[config.mk]
export PLATFORM = sky130hd
export DESIGN_NAME = sia_tx_sched
export DESIGN_NICKNAME = d
export VERILOG_FILES = /design/src/rtl/sia_pkg.sv /design/src/rtl/sia_rr_arb2.sv /design/src/rtl/sia_tx_sched.sv
export SDC_FILE = /design/constraint.sdc
export NUM_CORES = 1
export LEC_CHECK = 0
export BUFFER_PORTS_ARGS = -buffer_cell sky130_fd_sc_hd__buf_2
export CAP_MARGIN = 20
export CORE_ASPECT_RATIO = 0.9
export CORE_MARGIN = 3
export CORE_UTILIZATION = 40
export CTS_CLUSTER_SIZE = 28
export DETAILED_ROUTE_END_ITERATION = 12
export HOLD_SLACK_MARGIN = 0.03
export PLACE_DENSITY = 0.66
export SLEW_MARGIN = 25
export SYNTH_ARGS = -nofsm -noshare
export SYNTH_HDL_FRONTEND = slang
export SYNTH_HIERARCHICAL = 1
export SYNTH_SLANG_ARGS = --single-unit
[constraint.sdc]
create_clock -name clk_i -period 4.2 [get_ports clk_i]
set_input_delay 0.21 -clock clk_i [delete_from_list [all_inputs] [get_ports clk_i]]
set_output_delay 0.21 -clock clk_i [all_outputs]
set_load 0.02 [all_outputs]
[src/rtl/sia_pkg.sv]
// -----------------------------------------------------------------------------
// sia_pkg
// Shared definitions for the SIA transmit path:
//   - sched_state_t : state encoding of the sia_tx_sched FSM
//   - START_BIT / STOP_FILL : framing constants (start bit, stop/idle fill)
//   - RESET_BAUD / RESET_BITS / RESET_TXCMOD : queue settings after reset
// -----------------------------------------------------------------------------
package sia_pkg;

    typedef enum logic [1:0] {
        S_IDLE  = 2'd0,  // waiting for a request or a pending config
        S_PUSH  = 2'd1,  // settle cycle after a push so not_full_i catches up
        S_DRAIN = 2'd2   // no grants; waiting for the queue to empty out
    } sched_state_t;

    localparam logic START_BIT = 1'b0;
    localparam logic STOP_FILL = 1'b1;

    // 1 Mbps at 50 MHz, 8N1
    localparam int unsigned RESET_BAUD   = 49;
    localparam int unsigned RESET_BITS   = 10;
    localparam logic [2:0]  RESET_TXCMOD = 3'b100;

endpackage : sia_pkg

[src/rtl/sia_rr_arb2.sv]
// -----------------------------------------------------------------------------
// sia_rr_arb2
// Two-way round-robin arbiter. The grant is combinational from req_i and the
// priority pointer; the pointer moves to the losing side when advance_i is
// high, so a requester that just won yields to the other one next time.
// Ports:
//   clk_i      in  1  clock, rising edge
//   reset_i    in  1  synchronous active-high reset (pointer -> requester 0)
//   req_i      in  2  request vector, bit 0 = A, bit 1 = B
//   advance_i  in  1  the current grant was taken; move the pointer
//   grant_o    out 2  one-hot grant (all zero when nobody requests)
// -----------------------------------------------------------------------------
module sia_rr_arb2 (
    input  logic       clk_i,
    input  logic       reset_i,
    input  logic [1:0] req_i,
    input  logic       advance_i,
    output logic [1:0] grant_o
);

    // 0: requester A has priority on a tie, 1: requester B has priority
    logic ptr_q;

    always_comb begin
        // NOTE: every path assigns grant_o, so no latch is inferred.
        grant_o = req_i;
        if (req_i == 2'b11) begin
            grant_o = ptr_q ? 2'b10 : 2'b01;
        end
    end

    // Pointer goes to the loser: if A won, B is favoured next, and vice versa.
    always_ff @(posedge clk_i) begin
        if (reset_i) begin
            ptr_q <= 1'b0;
        end else if (advance_i) begin
            ptr_q <= grant_o[0];
        end
    end

endmodule : sia_rr_arb2

[src/rtl/sia_tx_sched.sv]
// -----------------------------------------------------------------------------
// sia_tx_sched
// Feeds one sia_txq transmit queue from two byte requesters (A, B).
// Arbitrates round-robin, frames each byte as {stop fill, data, start bit}
// (shifted out LSB first) and owns the queue's bits/baud/txcmod settings.
// New settings are written into a shadow and only applied once the queue has
// fully drained, so a character is never sent with mixed settings.
// Ports:
//   clk_i, reset_i              clock, synchronous active-high reset
//   cfg_we_i / cfg_*_i          write the config shadow (last write wins)
//   cfg_pending_o               shadow written but not yet applied
//   a_req_i/a_dat_i/a_ack_o     requester A handshake (ack = 1-cycle pulse)
//   b_req_i/b_dat_i/b_ack_o     requester B handshake
//   dat_o / we_o                framed word and push strobe to sia_txq
//   bits_o / baud_o / txcmod_o  live queue settings
//   not_full_i/empty_i/idle_i   sia_txq status
// All outputs are registered.
// -----------------------------------------------------------------------------
module sia_tx_sched #(
    parameter int unsigned SHIFT_REG_WIDTH = 12,  // min 10
    parameter int unsigned BAUD_RATE_WIDTH = 32,
    parameter int unsigned RESET_BAUD      = sia_pkg::RESET_BAUD,
    parameter int unsigned RESET_BITS      = sia_pkg::RESET_BITS,
    parameter logic [2:0]  RESET_TXCMOD    = sia_pkg::RESET_TXCMOD
) (
    input  logic                       clk_i,
    input  logic                       reset_i,
    input  logic                       cfg_we_i,
    input  logic [4:0]                 cfg_bits_i,
    input  logic [BAUD_RATE_WIDTH-1:0] cfg_baud_i,
    input  logic [2:0]                 cfg_txcmod_i,
    output logic                       cfg_pending_o,
    input  logic                       a_req_i,
    input  logic [7:0]                 a_dat_i,
    output logic                       a_ack_o,
    input  logic                       b_req_i,
    input  logic [7:0]                 b_dat_i,
    output logic                       b_ack_o,
    output logic [SHIFT_REG_WIDTH-1:0] dat_o,
    output logic                       we_o,
    output logic [4:0]                 bits_o,
    output logic [BAUD_RATE_WIDTH-1:0] baud_o,
    output logic [2:0]                 txcmod_o,
    input  logic                       not_full_i,
    input  logic                       empty_i,
    input  logic                       idle_i
);

    import sia_pkg::*;

    localparam int unsigned FILL_W = SHIFT_REG_WIDTH - 9;

    localparam logic [4:0]                 BITS_RST = 5'(RESET_BITS);
    localparam logic [BAUD_RATE_WIDTH-1:0] BAUD_RST = BAUD_RATE_WIDTH'(RESET_BAUD);

    sched_state_t state_q, state_d;

    logic [1:0] req;
    logic [1:0] grant;
    logic       arb_advance;

    logic                       we_d, a_ack_d, b_ack_d, pending_d, apply_cfg;
    logic [SHIFT_REG_WIDTH-1:0] dat_d;
    logic [7:0]                 win_byte;

    logic [4:0]                 shadow_bits_q;
    logic [BAUD_RATE_WIDTH-1:0] shadow_baud_q;
    logic [2:0]                 shadow_txcmod_q;

    assign req      = {b_req_i, a_req_i};
    assign win_byte = grant[1] ? b_dat_i : a_dat_i;

    sia_rr_arb2 u_arb (
        .clk_i     (clk_i),
        .reset_i   (reset_i),
        .req_i     (req),
        .advance_i (arb_advance),
        .grant_o   (grant)
    );

    // Next-state and next-output logic.
    always_comb begin
        state_d     = state_q;
        we_d        = 1'b0;
        a_ack_d     = 1'b0;
        b_ack_d     = 1'b0;
        dat_d       = dat_o;
        arb_advance = 1'b0;
        apply_cfg   = 1'b0;

        case (state_q)
            S_IDLE: begin
                // A pending config blocks new grants so the queue can drain.
                if (cfg_pending_o) begin
                    state_d = S_DRAIN;
                end else if (not_full_i && (req != 2'b00)) begin
                    we_d        = 1'b1;
                    a_ack_d     = grant[0];
                    b_ack_d     = grant[1];
                    dat_d       = {{FILL_W{STOP_FILL}}, win_byte, START_BIT};
                    arb_advance = 1'b1;
                    state_d     = S_PUSH;
                end
            end
            S_PUSH: begin
                state_d = S_IDLE;
            end
            S_DRAIN: begin
                if (empty_i && idle_i) begin
                    apply_cfg = 1'b1;
                    state_d   = S_IDLE;
                end
            end
            default: begin
                state_d = S_IDLE;
            end
        endcase

        // A new write keeps the flag set even on the cycle an older one applies.
        pending_d = cfg_we_i ? 1'b1 : (apply_cfg ? 1'b0 : cfg_pending_o);
    end

    // NOTE: sequential state uses non-blocking assignments so every register
    // samples the pre-edge values, independent of statement order.
    always_ff @(posedge clk_i) begin
        if (reset_i) begin
            state_q       <= S_IDLE;
            we_o          <= 1'b0;
            a_ack_o       <= 1'b0;
            b_ack_o       <= 1'b0;
            cfg_pending_o <= 1'b0;
            dat_o         <= '1;
            bits_o        <= BITS_RST;
            baud_o        <= BAUD_RST;
            txcmod_o      <= RESET_TXCMOD;
        end else begin
            state_q       <= state_d;
            we_o          <= we_d;
            a_ack_o       <= a_ack_d;
            b_ack_o       <= b_ack_d;
            cfg_pending_o <= pending_d;
            dat_o         <= dat_d;
            if (apply_cfg) begin
                bits_o   <= shadow_bits_q;
                baud_o   <= shadow_baud_q;
                txcmod_o <= shadow_txcmod_q;
            end
        end
    end

    // Config shadow: loaded in any state, consumed only from S_DRAIN.
    always_ff @(posedge clk_i) begin
        if (reset_i) begin
            shadow_bits_q   <= BITS_RST;
            shadow_baud_q   <= BAUD_RST;
            shadow_txcmod_q <= RESET_TXCMOD;
        end else if (cfg_we_i) begin
            shadow_bits_q   <= cfg_bits_i;
            shadow_baud_q   <= cfg_baud_i;
            shadow_txcmod_q <= cfg_txcmod_i;
        end
    end

endmodule : sia_tx_sched
Yosys cells after proc, flatten, opt, wreduce, memory -nomap -nowiden
Cells that the tools add are included.
{ "word_totals": {"out_inout_bits": 56, "register_bits": 96, "inputBits": 64, "elab_cells": 42} }
{ "classes": {"bitwise_logic": 3, "n_eq_ne": 4, "reduce_logical": 8, "muxes": 14} }
{ "ops": {"columns": ["cell", "n"], "rows": [
  ["2-to-1 mux 2 bit", 5],
  ["2-to-1 mux 8 bit", 1],
  ["2-to-1 mux 1 bit", 7],
  ["== test 2 bit (second input constant)", 2],
  ["case mux 2 bit (2 select lines)", 1],
  ["nonzero test 2 bit", 2],
  ["OR reduction 4 bit", 1],
  ["!= test 3 bit (second input constant)", 1],
  ["NOT 1 bit", 3],
  ["AND reduction 3 bit", 1],
  ["logical AND 1 bit", 2],
  ["logical NOT 2 bit", 1],
  ["!= test 2 bit (second input constant)", 1],
  ["AND reduction 2 bit", 1]
]} }

Logic depth before layout (Yosys ltp)
{ "depth": {"depth_word": 5, "mapped_depth": 6, "ltp_nobuf": 5} }

By module
Netlist, hierarchy kept.
{ "modules_own_cells": {"columns": ["mod", "instances", "area_each_um2", "seq_area_each_um2", "cells_per_inst"], "rows": [
  ["sia_tx_sched", 1, 3453.3, 1901.8, 374],
  ["sia_rr_arb2", 1, 67.6, 20.0, 7]
]} }

Least setup slack after synthesis
Ideal clock, no wire load.
{ "synth_path": {"path_kind": "register to register", "from": "register u_arb.ptr_q", "to": "register dat_o[7]", "slack_ps": 2653, "path_buffers": 1, "stages_incl_launch_ff": 7, "period_less_slack_ps": 1547, "t_arrival_ps": 1422, "setup_time_ps": 125, "t_required_ps": 4075, "path_cell_list": "dfxtp_1 -> inv_1 -> a21boi_0 -> buf_2 -> nor2b_1 -> a211oi_1 -> mux2i_1"} }
{ "synth_between": {"elab_chain_cells": 3} }
{ "synth_lines": {"columns": ["element", "line", "source"], "rows": [
  ["start: declaration", "sia_rr_arb2.sv:22", "logic ptr_q;"],
  ["start signal: assignment", "sia_rr_arb2.sv:37", "ptr_q <= grant_o[0];"],
  ["2-to-1 mux 2 bit", "sia_rr_arb2.sv:28", "grant_o = ptr_q ? 2'b10 : 2'b01;"],
  ["2-to-1 mux 2 bit", "sia_rr_arb2.sv:27", "if (req_i == 2'b11) begin"],
  ["via grant[1]", "sia_tx_sched.sv:59", "logic [1:0] grant;"],
  ["2-to-1 mux 8 bit", "sia_tx_sched.sv:71", "assign win_byte = grant[1] ? b_dat_i : a_dat_i;"],
  ["end signal: assignment", "sia_tx_sched.sv:142", "dat_o <= dat_d;"],
  ["end: declaration", "sia_tx_sched.sv:39", "output logic [SHIFT_REG_WIDTH-1:0] dat_o,"]
]} }
The timed path passes the listed nets, and every way through them passes these cells.
A chain may end at the register's enable or synchronous reset.

Final worst setup path
{ "layout_path": {"from": "register state_q[0]", "to": "register cfg_pending_o"} }
{ "layout_between": {"elab_chain_cells": 3} }
{ "layout_lines": {"columns": ["element", "line", "source"], "rows": [
  ["start: declaration", "sia_tx_sched.sv:56", "sched_state_t state_q, state_d;"],
  ["start signal: assignment", "sia_tx_sched.sv:137", "state_q <= state_d;"],
  ["== test 2 bit", "sia_tx_sched.sv:91", "case (state_q)"],
  ["2-to-1 mux 1 bit", "sia_tx_sched.sv:91", null],
  ["nonzero test 2 bit (no source line)", null, null],
  ["end signal: assignment", "sia_tx_sched.sv:141", "cfg_pending_o <= pending_d;"],
  ["end: declaration", "sia_tx_sched.sv:32", "output logic cfg_pending_o,"]
]} }
Every way passes these cells.

==> qor.tcl <==
set qor(status) {finished, final reports clean}
set qor(rsz0062_at_grt) {false}
set qor(wl_met3_um) 445
set qor(met2_wirelength_um) 3750
set qor(top_layer_used) {met4}
set qor(initial_utilization_pct) 42.4
set qor(num_vias) 2832
set qor(routabilityCongestion) 0.735
set qor(max_freq_mhz) 487
set qor(route.detailed.vias_per_inst) 4.70
set qor(synth.cells.most_frequent) {dfxtp_1 (96), nand2_1 (68), nor2_1 (52)}
set qor(hold_class) {primary input to flop}
set qor(area_of_the_multi_input_gates_um2) 1440
set qor(synthCells) 381
set qor(clock_path_buffers) 2
set qor(report.final.setup_viol) 0
set qor(postRouteAntennaNets) 0
set qor(post_synth_xor_area_fraction_pct) 0
set qor(drv.max_cap_violation_count) 0
set qor(drt_pre_antenna_iters) 4
set qor(floorplan.rows) 31
set qor(cts.sink_count) 96
set qor(diodes) 0
set qor(post-synth-top-count-cell) {dfxtp_1}
set qor(final-max-slew-violation-count) 0
set qor(ffs_w_async_s_r_synth_pct) 0
set qor(clkPwrFrac_pct) 34.4
set qor(power.static_leakage_uw) 0.00194
set qor(final_min_period_over_clock_period_pct) 48.9
set qor(post-route-min-period_ns) 2.05
set qor(drive_above_1_share_pct) 28.7
set qor(clk_root_buffer_cell) {clkbuf_8}
set qor(cts_inserted_buffers) 9
set qor(timing.critical_path.from_type) {flop}
set qor(netlist_top_cells_area) {dfxtp_1 (55%), mux2i_1 (12%), nand2_1 (7.2%)}
set qor(synth.top_cell.area_share_pct) 54.6
set qor(synth_top_family_by_area) {simple AND/OR/NAND/NOR gates}
set qor(ff_latch_area_um2) 1920
set qor(synth_mux_area_share_pct) 11.9
set qor(drt_drc_violations_left) 0
set qor(cellPowerDensity_nw_per_um2) 398
set qor(fp.dieH_um) 95.0
set qor(die_area_um2) 9970
set qor(worstPathArrival_ns) 2.26
set qor(share_comb_of_total_power_pct) 9.7
set qor(cell_area_synth_um2) 3520
set qor(place.detailed.hpwl_um) 5440
set qor(hold_viol_final) 0
set qor(filler_cells) 800
set qor(synth.distinct_cells) 27
set qor(placed_cells_incl_taps) 587
set qor(swShare_pct) 24.0
set qor(wl_met1_um) 3590
set qor(setup.worst_path.start) {state_q[0]}
set qor(instances_no_fill) 603
set qor(crit_path_max_incr_delay_ns) 0.82
set qor(via_count_of_the_first_global_routing_pass) 2620
set qor(rr_startpoint) {state_q[0]}
set qor(tightestPinTransition_ns) 0.948
set qor(maxSlewHeadroom_pct) 36.5
set qor(count_of_flip_flops_with_a_built_in_enable_after_synthesis) 0
set qor(rr_endpoint) {cfg_pending_o}
set qor(yosys_warnings) 6
set qor(yosys.area.top_type) {dfxtp_1}
set qor(cts_tree) {built}
set qor(largest_net_degree_at_the_start_of_global_routing) 112
set qor(core_area_um2) 8300
set qor(drt_wl_total_um) 7890
set qor(dr.first_iter.drc_count) 97
set qor(place.port_buffers) 116
set qor(regToRegSetupSlack_ns) 2.15
set qor(worstPathCellList) {nand4b_1 -> buf_4 -> a21oi_1 -> nor2_1}
set qor(cp_endpoint_kind) {flop}
set qor(cp_max_fo) 21
set qor(p_int_uw) 1310
set qor(synth_seq_area_share_pct) 54.6
set qor(synth_adder_area_share_pct) 0
set qor(power_switching_uw) 415
set qor(die_width_um) 105
set qor(postSynthRegisterBits) 96
set qor(grt_pass1_wl_um) 12500
set qor(final_net_count) 547
set qor(cpMaxStageDelayCell) {nand4b_1}
set qor(antenna_violations_before_repair) 0
set qor(grt.overflow.total) 0
set qor(power.sequential.fraction_pct) 55.9
set qor(critPathCapture) {cfg_pending_o}
set qor(irDropWorstVdd_uv) 222
set qor(avgSynthCellArea_um2) 9.24
set qor(all_layer_global_routing_usage_pct) 15.5
set qor(synth_compound_gate_area_share_pct) 9.74
set qor(avgRoutedWirePerCell_um) 13.1
set qor(synth-main-ff-cell) {dfxtp_1}
set qor(cts.repair_timing.setup_buffer_count) 0
set qor(cts-htree-levels) 3
set qor(skew_ns) 0.0104
set qor(clock_insertion_delay_at_the_later_pin_of_the_skew_report_ns) 0.35
set qor(class_of_the_most_critical_setup_path) {flop to flop}
set qor(clk_pin_slew_worst_paths_ns) 0.09
set qor(critical_path_required_ns) 4.40
set qor(pin_count) 120
set qor(synthSimpleGateAreaFrac_pct) 19.0
set qor(worst-r2r-cell-count) 4
set qor(cts.repair.resized) 0
set qor(syn_to_final_growth_pct) 23.2
set qor(cts_hold_buf) 0
set qor(setup_total_negative_slack_ns) 0
[worst min-delay path by stage]
stage | cells after the start | end | start
2_1_floorplan | 1 | state_q[1] | idle_i
3_3_place_gp | 2 | shadow_txcmod_q[2] | cfg_txcmod_i[2]
3_5_place_dp | 2 | shadow_txcmod_q[2] | cfg_txcmod_i[2]
4_1_cts | 2 | shadow_txcmod_q[2] | cfg_txcmod_i[2]
5_1_grt | 2 | shadow_txcmod_q[2] | cfg_txcmod_i[2]
6_report | 2 | shadow_txcmod_q[2] | cfg_txcmod_i[2]
[cells in the final DEF, fill, tap and decap left out, types with 4 or more instances in the layout]
master    instances
buf_2           115
dfxtp_1          96
nand2_1          68
nor2_1           52
mux2i_1          42
a21oi_1          35
nor2b_1          14
nor3_1           12
clkbuf_8         10
a211oi_1          8
a211o_1           6
buf_4             4
[area by class of cell]
| class | instances | area share [%] |
|---|---|---|
| tap | 115 | 3.32 |
| multi-input combinational | 253 | 33.3 |
| timing repair buffer | 120 | 14.2 |
| clock buffer | 12 | 3.35 |
| sequential | 96 | 44.3 |
| clock inverter | 4 | 1.24 |
| inverter | 3 | 0.260 |
[per-stage QoR]
stage,util [%],worst slack [ns],cell area [µm²],power [µW],hold WS (ns)
4_1_cts,52.2,2.10,4330,1750,0.0430
5_1_grt,52.2,1.94,4340,1810,0.0331
3_5_place_dp,49.8,2.13,4130,1160,0.417
6_report,52.2,2.15,4340,1730,0.0602
3_3_place_gp,49.8,2.10,4130,1150,0.419
2_1_floorplan,-,2.65,3530,1100,0.317
[flip-flops by register name, summed over array words and instances, names as in the netlist, 2 cells and up]
name	cells
bits_o	5
state_q	2
shadow_txcmod_q	3
baud_o	32
shadow_baud_q	32
txcmod_o	3
dat_o	9
shadow_bits_q	5
[critical path, delay by kind of cell (launching register included)]
kind | cells | cell delay [ns]
buf+inv | 1 | 0.52
flops | 1 | 0.35
compound gates | 1 | 0.16
simple gates | 2 | 0.87
[power by group through the flow]
stage | clock (µW) | combinational (µW) | sequential, µW
after CTS | 615 | 170 | 966
after floorplan | 0 | 99.4 | 998
after detailed placement | 0 | 169 | 987
after global placement | 0 | 165 | 986
final | 594 | 167 | 966
after global routing | 658 | 184 | 971
[per-layer routing]
metal / up-vias / GRT usage (%)
li1: 1463 / -
met1: 1285 / 19.7
met2: 70 / 25.5
met3: 14 / 4.58
met4: 0 / 5.46
met5: - / 0
[kinds of logic after synthesis]
family	Yosys count
AO/OA/AOI/OAI	56
buffers and inverters	34
flip-flops	96
multiplexers	42
other	1
AND/OR/NAND/NOR	152
Power figures use the tool's default switching activity.
